[config.mk]
export PLATFORM = sky130hd
export DESIGN_NAME = sensor_alarm_multi
export DESIGN_NICKNAME = d
export VERILOG_FILES = /design/src/rtl/sensor_alarm_multi.sv
export SDC_FILE = /design/constraint.sdc
export NUM_CORES = 1
export LEC_CHECK = 0
export CELL_PAD_IN_SITES_DETAIL_PLACEMENT = 0
export CELL_PAD_IN_SITES_GLOBAL_PLACEMENT = 1
export CORE_UTILIZATION = 35
export DETAILED_ROUTE_END_ITERATION = 7
export GPL_TIMING_DRIVEN = 0
export PLACE_DENSITY = 0.8
export RECOVER_POWER = 25
export SYNTH_ARGS = -nofsm -noshare
export SYNTH_HDL_FRONTEND = slang
export SYNTH_SLANG_ARGS = --single-unit
[constraint.sdc]
create_clock -name clk -period 4.4 [get_ports clk]
set_input_delay 0.88 -clock clk [delete_from_list [all_inputs] [get_ports clk]]
set_output_delay 0.88 -clock clk [all_outputs]
set_load 0.01 [all_outputs]
[src/rtl/sensor_alarm_multi.sv]
// Multi-channel sensor alarm: per-channel hysteresis and debounce, 4-state alarm FSM, hottest-channel report.
// Optional macro SENSOR_ALARM_AUTOCLEAR_EN: ALARM auto-clears after CLR_TICKS consecutive quiet ticks.

module sensor_alarm_multi #(
    parameter int N_CH        = 4,
    parameter int TW          = 6,
    parameter int T_HI        = 40,
    parameter int T_HYST      = 3,
    parameter int DEB_CYC     = 4,
    parameter int ALERT_TICKS = 8,
    parameter int CLR_TICKS   = 16,
    localparam int CHW        = (N_CH > 1) ? $clog2(N_CH) : 1
) (
    input  logic               clk,
    input  logic               rst,
    input  logic               tick,
    input  logic               en,
    input  logic               ack,
    input  logic [N_CH*TW-1:0] temp,
    input  logic [N_CH-1:0]    mov,
    input  logic [N_CH-1:0]    pres,
    output logic [1:0]         estado,
    output logic               led_en,
    output logic               led_pelig,
    output logic               en_7,
    output logic [N_CH-1:0]    alarm_ch,
    output logic [TW-1:0]      disp_temp,
    output logic [CHW-1:0]     disp_ch
);

    typedef enum logic [1:0] {
        S_OFF   = 2'b00,
        S_ARMED = 2'b01,
        S_ALERT = 2'b10,
        S_ALARM = 2'b11
    } state_t;

    localparam int DW         = $clog2(DEB_CYC + 1);
    localparam int AW         = (ALERT_TICKS > 1) ? $clog2(ALERT_TICKS) : 1;
    localparam int LO_INT     = T_HI - T_HYST;
    localparam int ALERT_LAST = ALERT_TICKS - 1;

    localparam logic [TW:0]   HI_V  = T_HI[TW:0];
    localparam logic [TW:0]   LO_V  = LO_INT[TW:0];
    localparam logic [DW-1:0] DEB_V = DEB_CYC[DW-1:0];
    localparam logic [AW-1:0] AL_V  = ALERT_LAST[AW-1:0];

    if (N_CH < 1 || N_CH > 16) begin : g_chk_nch
        $error("sensor_alarm_multi: N_CH must be in 1..16");
    end
    if (T_HYST < 0 || T_HYST > T_HI || T_HI >= (1 << TW)) begin : g_chk_thr
        $error("sensor_alarm_multi: need 0 <= T_HYST <= T_HI < 2**TW");
    end
    if (DEB_CYC < 1 || ALERT_TICKS < 1 || CLR_TICKS < 1) begin : g_chk_cnt
        $error("sensor_alarm_multi: DEB_CYC, ALERT_TICKS and CLR_TICKS must be >= 1");
    end

    state_t              state, state_nx;
    logic [AW-1:0]       acnt, acnt_nx;
    logic [N_CH-1:0]     alarm_ch_nx;
    logic                pel_nx;
    logic                ack_l;
    logic                any_q;

    logic [N_CH-1:0]     hot, raw, qual;
    logic [DW-1:0]       deb_cnt [N_CH];
    logic [TW-1:0]       ch_temp [N_CH];
    logic [TW-1:0]       max_t;
    logic [CHW-1:0]      max_i;

`ifdef SENSOR_ALARM_AUTOCLEAR_EN
    localparam int CW      = (CLR_TICKS > 1) ? $clog2(CLR_TICKS) : 1;
    localparam int CLR_M1  = CLR_TICKS - 1;
    localparam logic [CW-1:0] CLR_V = CLR_M1[CW-1:0];
    logic [CW-1:0]       clr_cnt, clr_nx;
`endif

    assign estado = state;

    // raw danger sees the hot flag from the previous tick, not this tick's temperature
    always_comb begin
        for (int unsigned i = 0; i < N_CH; i++) begin
            ch_temp[i] = temp[i*TW +: TW];
            raw[i]     = hot[i] | (mov[i] & pres[i]);
            qual[i]    = (deb_cnt[i] == DEB_V);
        end
        any_q = |qual;
    end

    always_ff @(posedge clk or posedge rst) begin
        if (rst) begin
            hot <= '0;
            for (int unsigned i = 0; i < N_CH; i++) begin
                deb_cnt[i] <= '0;
            end
        end else if (tick) begin
            for (int unsigned i = 0; i < N_CH; i++) begin
                if ({1'b0, ch_temp[i]} >= HI_V) begin
                    hot[i] <= 1'b1;
                end else if ({1'b0, ch_temp[i]} < LO_V) begin
                    hot[i] <= 1'b0;
                end
                if (!raw[i]) begin
                    deb_cnt[i] <= '0;
                end else if (deb_cnt[i] != DEB_V) begin
                    deb_cnt[i] <= deb_cnt[i] + DW'(1);
                end
            end
        end
    end

    // Strict '>' keeps the lowest index on ties
    always_comb begin
        max_t = ch_temp[0];
        max_i = '0;
        for (int unsigned i = 1; i < N_CH; i++) begin
            if (ch_temp[i] > max_t) begin
                max_t = ch_temp[i];
                max_i = i[CHW-1:0];
            end
        end
    end

    always_ff @(posedge clk or posedge rst) begin
        if (rst) begin
            disp_temp <= '0;
            disp_ch   <= '0;
        end else if (tick) begin
            disp_temp <= max_t;
            disp_ch   <= max_i;
        end
    end

    // A tick-coincident ack is kept for the following tick's evaluation
    always_ff @(posedge clk or posedge rst) begin
        if (rst) begin
            ack_l <= 1'b0;
        end else if (ack) begin
            ack_l <= 1'b1;
        end else if (tick) begin
            ack_l <= 1'b0;
        end
    end

    always_comb begin
        state_nx    = state;
        acnt_nx     = acnt;
        alarm_ch_nx = alarm_ch;
        pel_nx      = led_pelig;
`ifdef SENSOR_ALARM_AUTOCLEAR_EN
        clr_nx      = '0;
`endif
        if (!en) begin
            state_nx = S_OFF;
        end else begin
            case (state)
                S_OFF: state_nx = S_ARMED;
                S_ARMED: begin
                    if (any_q) begin
                        state_nx = S_ALERT;
                        acnt_nx  = '0;
                    end
                end
                S_ALERT: begin
                    if (!any_q) begin
                        state_nx = S_ARMED;
                    end else if (acnt == AL_V) begin
                        state_nx = S_ALARM;
                    end else begin
                        acnt_nx = acnt + AW'(1);
                    end
                end
                S_ALARM: begin
                    if (ack_l && !any_q) begin
                        state_nx = S_ARMED;
                    end
`ifdef SENSOR_ALARM_AUTOCLEAR_EN
                    else if (!any_q) begin
                        if (clr_cnt == CLR_V) begin
                            state_nx = S_ARMED;
                        end else begin
                            clr_nx = clr_cnt + CW'(1);
                        end
                    end
`endif
                end
                default: state_nx = S_OFF;
            endcase
        end

        case (state_nx)
            S_ALERT: begin
                alarm_ch_nx = alarm_ch | qual;
                pel_nx      = (state == S_ALERT) ? ~led_pelig : 1'b1;
            end
            S_ALARM: begin
                alarm_ch_nx = (state == S_ALARM) ? alarm_ch : (alarm_ch | qual);
                pel_nx      = 1'b1;
            end
            default: begin
                alarm_ch_nx = '0;
                pel_nx      = 1'b0;
            end
        endcase
    end

    always_ff @(posedge clk or posedge rst) begin
        if (rst) begin
            state     <= S_OFF;
            acnt      <= '0;
            alarm_ch  <= '0;
            led_pelig <= 1'b0;
            led_en    <= 1'b0;
            en_7      <= 1'b0;
`ifdef SENSOR_ALARM_AUTOCLEAR_EN
            clr_cnt   <= '0;
`endif
        end else if (tick) begin
            state     <= state_nx;
            acnt      <= acnt_nx;
            alarm_ch  <= alarm_ch_nx;
            led_pelig <= pel_nx;
            led_en    <= (state_nx != S_OFF);
            en_7      <= (state_nx != S_OFF);
`ifdef SENSOR_ALARM_AUTOCLEAR_EN
            clr_cnt   <= clr_nx;
`endif
        end
    end

endmodule

==> results.json, run 1 <==
{
  "status": "finished with violations",
  "violations": "setup timing",
  "ys_seq_area_share_pct": 33.4,
  "fin_area_sq_um": 4140,
  "row_count": 31,
  "vdd_drop_max_mv": 0.135,
  "vias": 2596,
  "ctsHtreeMaxLevel": 2,
  "grt_overflow_total": 0,
  "ctsRootBufferMaster": "clkbuf_8",
  "ios": 54,
  "syn2layout_area_growth_pct": 53.4,
  "post-route-util_pct": 56.2,
  "holdBufCountCts": 0,
  "final_common_cell": "clkdlybuf4s50_1",
  "hold_viol_final": 0,
  "crit_fanout": 6,
  "dieArea_sq_um": 8070,
  "met2_length_mm": 3.84,
  "synth_edf_count": 0,
  "max-clock-path-buffers": 2,
  "dp_hpwl_mm": 5.46,
  "synth_ff_type": "dfrtp_1",
  "maxCapViolations": 0,
  "timing_worst_setup_path_type": "in2reg",
  "vias_per_cell": 5.33,
  "multi_input_area_sq_um": 1970,
  "ys_warn_count": 0,
  "worst-endpoint-arrival_ps": 4930,
  "drtIter0Drc": 94,
  "core_sq_um": 7370,
  "met1_length_mm": 3.39,
  "clk_pin_slew_ps": 70,
  "instances_no_fill": 487,
  "p_leak_uw": 0.00181,
  "crit_path_end_kind": "flop",
  "drt-pass1-iter-count": 4,
  "crit_required_ps": 4610,
  "finClkSkew_ps": 6.02,
  "mostFrequentLayoutCells": "clkdlybuf4s50_1, dfrtp_1, nand2_1, buf_4, inv_1",
  "numCtsBuffers": 5,
  "synth.cell_area_sq_um": 2700,
  "initial_core_util_pct": 36.6,
  "rsz0062_at_grt": "yes",
  "topRoutingLayerUsed": "met4",
  "wirelength_mm": 7.66,
  "die_width_um": 89.8,
  "place_area_sq_um": 3520,
  "async_reset_ff_share_pct": 100,
  "dp_slack_ps": -1620,
  "slew_headroom_pct": 6.64,
  "insertion_delay_ps": 280,
  "synthesis.nets": 363,
  "syn_avg_cell_area_sq_um": 9.06,
  "hp-class": "reg2reg",
  "cts_tree": "done",
  "final.min_clock_period_ps": 4720,
  "ys_types": 46,
  "slew_violations": 0,
  "fillCellCount": 674,
  "dp_cells": 449,
  "port_buffers": 52,
  "grt_pass1_wl_mm": 12.6,
  "grt_pass1_vias": 2613,
  "place_congestion": 0.802,
  "die_h_um": 89.8,
  "worst_slack_ps": -316,
  "fmax_mhz": 212,
  "avgRoutedWirePerCell_um": 15.7,
  "power.total_uw": 1540,
  "cts_sinks": 36,
  "grt.total_usage_pct": 19.4,
  "drive_above_1_share_pct": 28.6,
  "seqCellArea_sq_um": 901,
  "setup_viol": 8,
  "ys_seq_elements": 36,
  "drtAntennaViolNets": 0,
  "startpoint_type": "input pin",
  "p_per_area_nw_per_um2": 371,
  "drc": 0,
  "finalCritPeriodShare_pct": 107,
  "final_nets": 452,
  "antenna_cells": 0,
  "worst_pin_slew_ps": 1400,
  "synth_cells": 298,
  "grt_antenna_before_repair": 0,
  "grt_max_degree": 37,
  "wl_met3_um": 344
}
area by class of cell:
type	count	share of cell area, %
buffer	9	1.12
clock buffer	7	2.33
clock inverter	1	0.725
inverter	31	3.65
multi-input combinational	221	47.7
sequential	36	21.7
tap	99	2.99
timing repair buffer	83	19.8
per-layer routing:
layer  track usage [%]  vias up
met4              6.15        0
met3              3.38        6
met5                 0        -
met2              32.9       63
met1              25.2     1246
li1                  -     1281
Yosys cell counts (6+ instances only):
| library cell | count | share of area [%] |
|---|---|---|
| dfrtp_1 | 36 | 33 |
| a2bb2oi_1 | 6 | 1.9 |
| a22o_1 | 10 | 3.2 |
| a21oi_1 | 19 | 3.5 |
| nand2_1 | 29 | 4.0 |
| a21o_1 | 12 | 3.3 |
| nor2_1 | 12 | 1.7 |
| ha_1 | 28 | 13 |
| nand3_1 | 6 | 1.1 |
| inv_1 | 30 | 4.2 |
| clkbuf_1 | 6 | 0.83 |
| o211ai_1 | 10 | 2.8 |
| o21ai_0 | 20 | 3.7 |
metrics by stage:
step | hold WS [ps] | setup TNS [ps]
after floorplan | 454 | -2820
after global placement | 465 | -12910
after detailed placement | 475 | -12610
after CTS | 493 | -2280
after global routing | 524 | -3750
final | 493 | -2200
worst paths after layout:
| path | startpoint | end | slack, ps | cells after the start |
|---|---|---|---|---|
| max | temp[1] | disp_temp[5] | -320 | 22 |
| min | ack_l | ack_l | 490 | 1 |
| min in group asynchronous | rst | deb_cnt[4] | 1430 | 2 |
| min reg2reg | ack_l | ack_l | 490 | 1 |
| max in group asynchronous | rst | deb_cnt[6] | 2140 | 2 |
| max reg2reg | deb_cnt[9] | alarm_ch[1] | 2510 | 7 |
power breakdown:
group,internal [uW],switching [uW],leakage (uW)
Clock,200,117,0.0000645
Sequential,413,71.4,0.000461
Combinational,384,353,0.00129
Total,997,541,0.00181
critical path: stages:
cell	delay, ps
buf_8	100
inv_4	50
ha_4	190
nor2b_4	120
o21a_4	250
buf_12	140
nor4_4	360
a211oi_2	80
ha_1	320
nand4_1	150
a21oi_2	60
o31a_4	390
buf_6	130
a2111oi_4	290
o21bai_1	170
ha_1	240
nand4_1	130
a21oi_2	60
o32ai_4	340
buf_6	190
o211ai_1	110
o21ai_1	160
registers in the layout, indices dropped and copies added (netlist names):
name	flops
estado	2
deb_cnt	12
disp_ch	2
ack_l	1
alarm_ch	4
led_pelig	1
acnt	3
en_7	1
hot	4
disp_temp	6
what timing repair did:
item	in CTS	in global routing
buffers inserted	22	8
endpoints found under the setup margin	8	8
cloned	2	0
resized for setup	99	22
pin swaps	24	20
cell families (layout without fill, tap and decap cells):
family                     Yosys count  in the layout  synth area share (%)
buffers and inverters               42            131                  6.44
AOI/OAI and AO/OA                  115            116                  32.3
DFF                                 36             36                  33.4
and+or+nand+nor                     73             73                  13.2
adders and majority gates           28             28                  13.0
muxes                                4              4                  1.67
Note: power is estimated with default switching activity, not from simulation.
==> inputs of run 2 (changes only) <==
- CTS_CLUSTER_SIZE: not set -> 10
==> results of run 2 <==
Final layout, timing and power as in run 1 (identical DEF).
==> inputs of run 3 (changes only) <==
==> constraint.sdc (replaced) <==
create_clock -name clk -period 4.4 [get_ports clk]
set_input_delay 0.88 -clock clk [delete_from_list [all_inputs] [get_ports clk]]
set_output_delay 0.88 -clock clk [all_outputs]
set_load 0.05 [all_outputs]
==> results of run 3 <==
The final DEF is identical to that of run 1. Status: finished with violations: setup timing.
Among the figures that moved: total power 1540 uW -> 1670 uW; worst IR drop on VDD 0.135 mV -> 0.178 mV
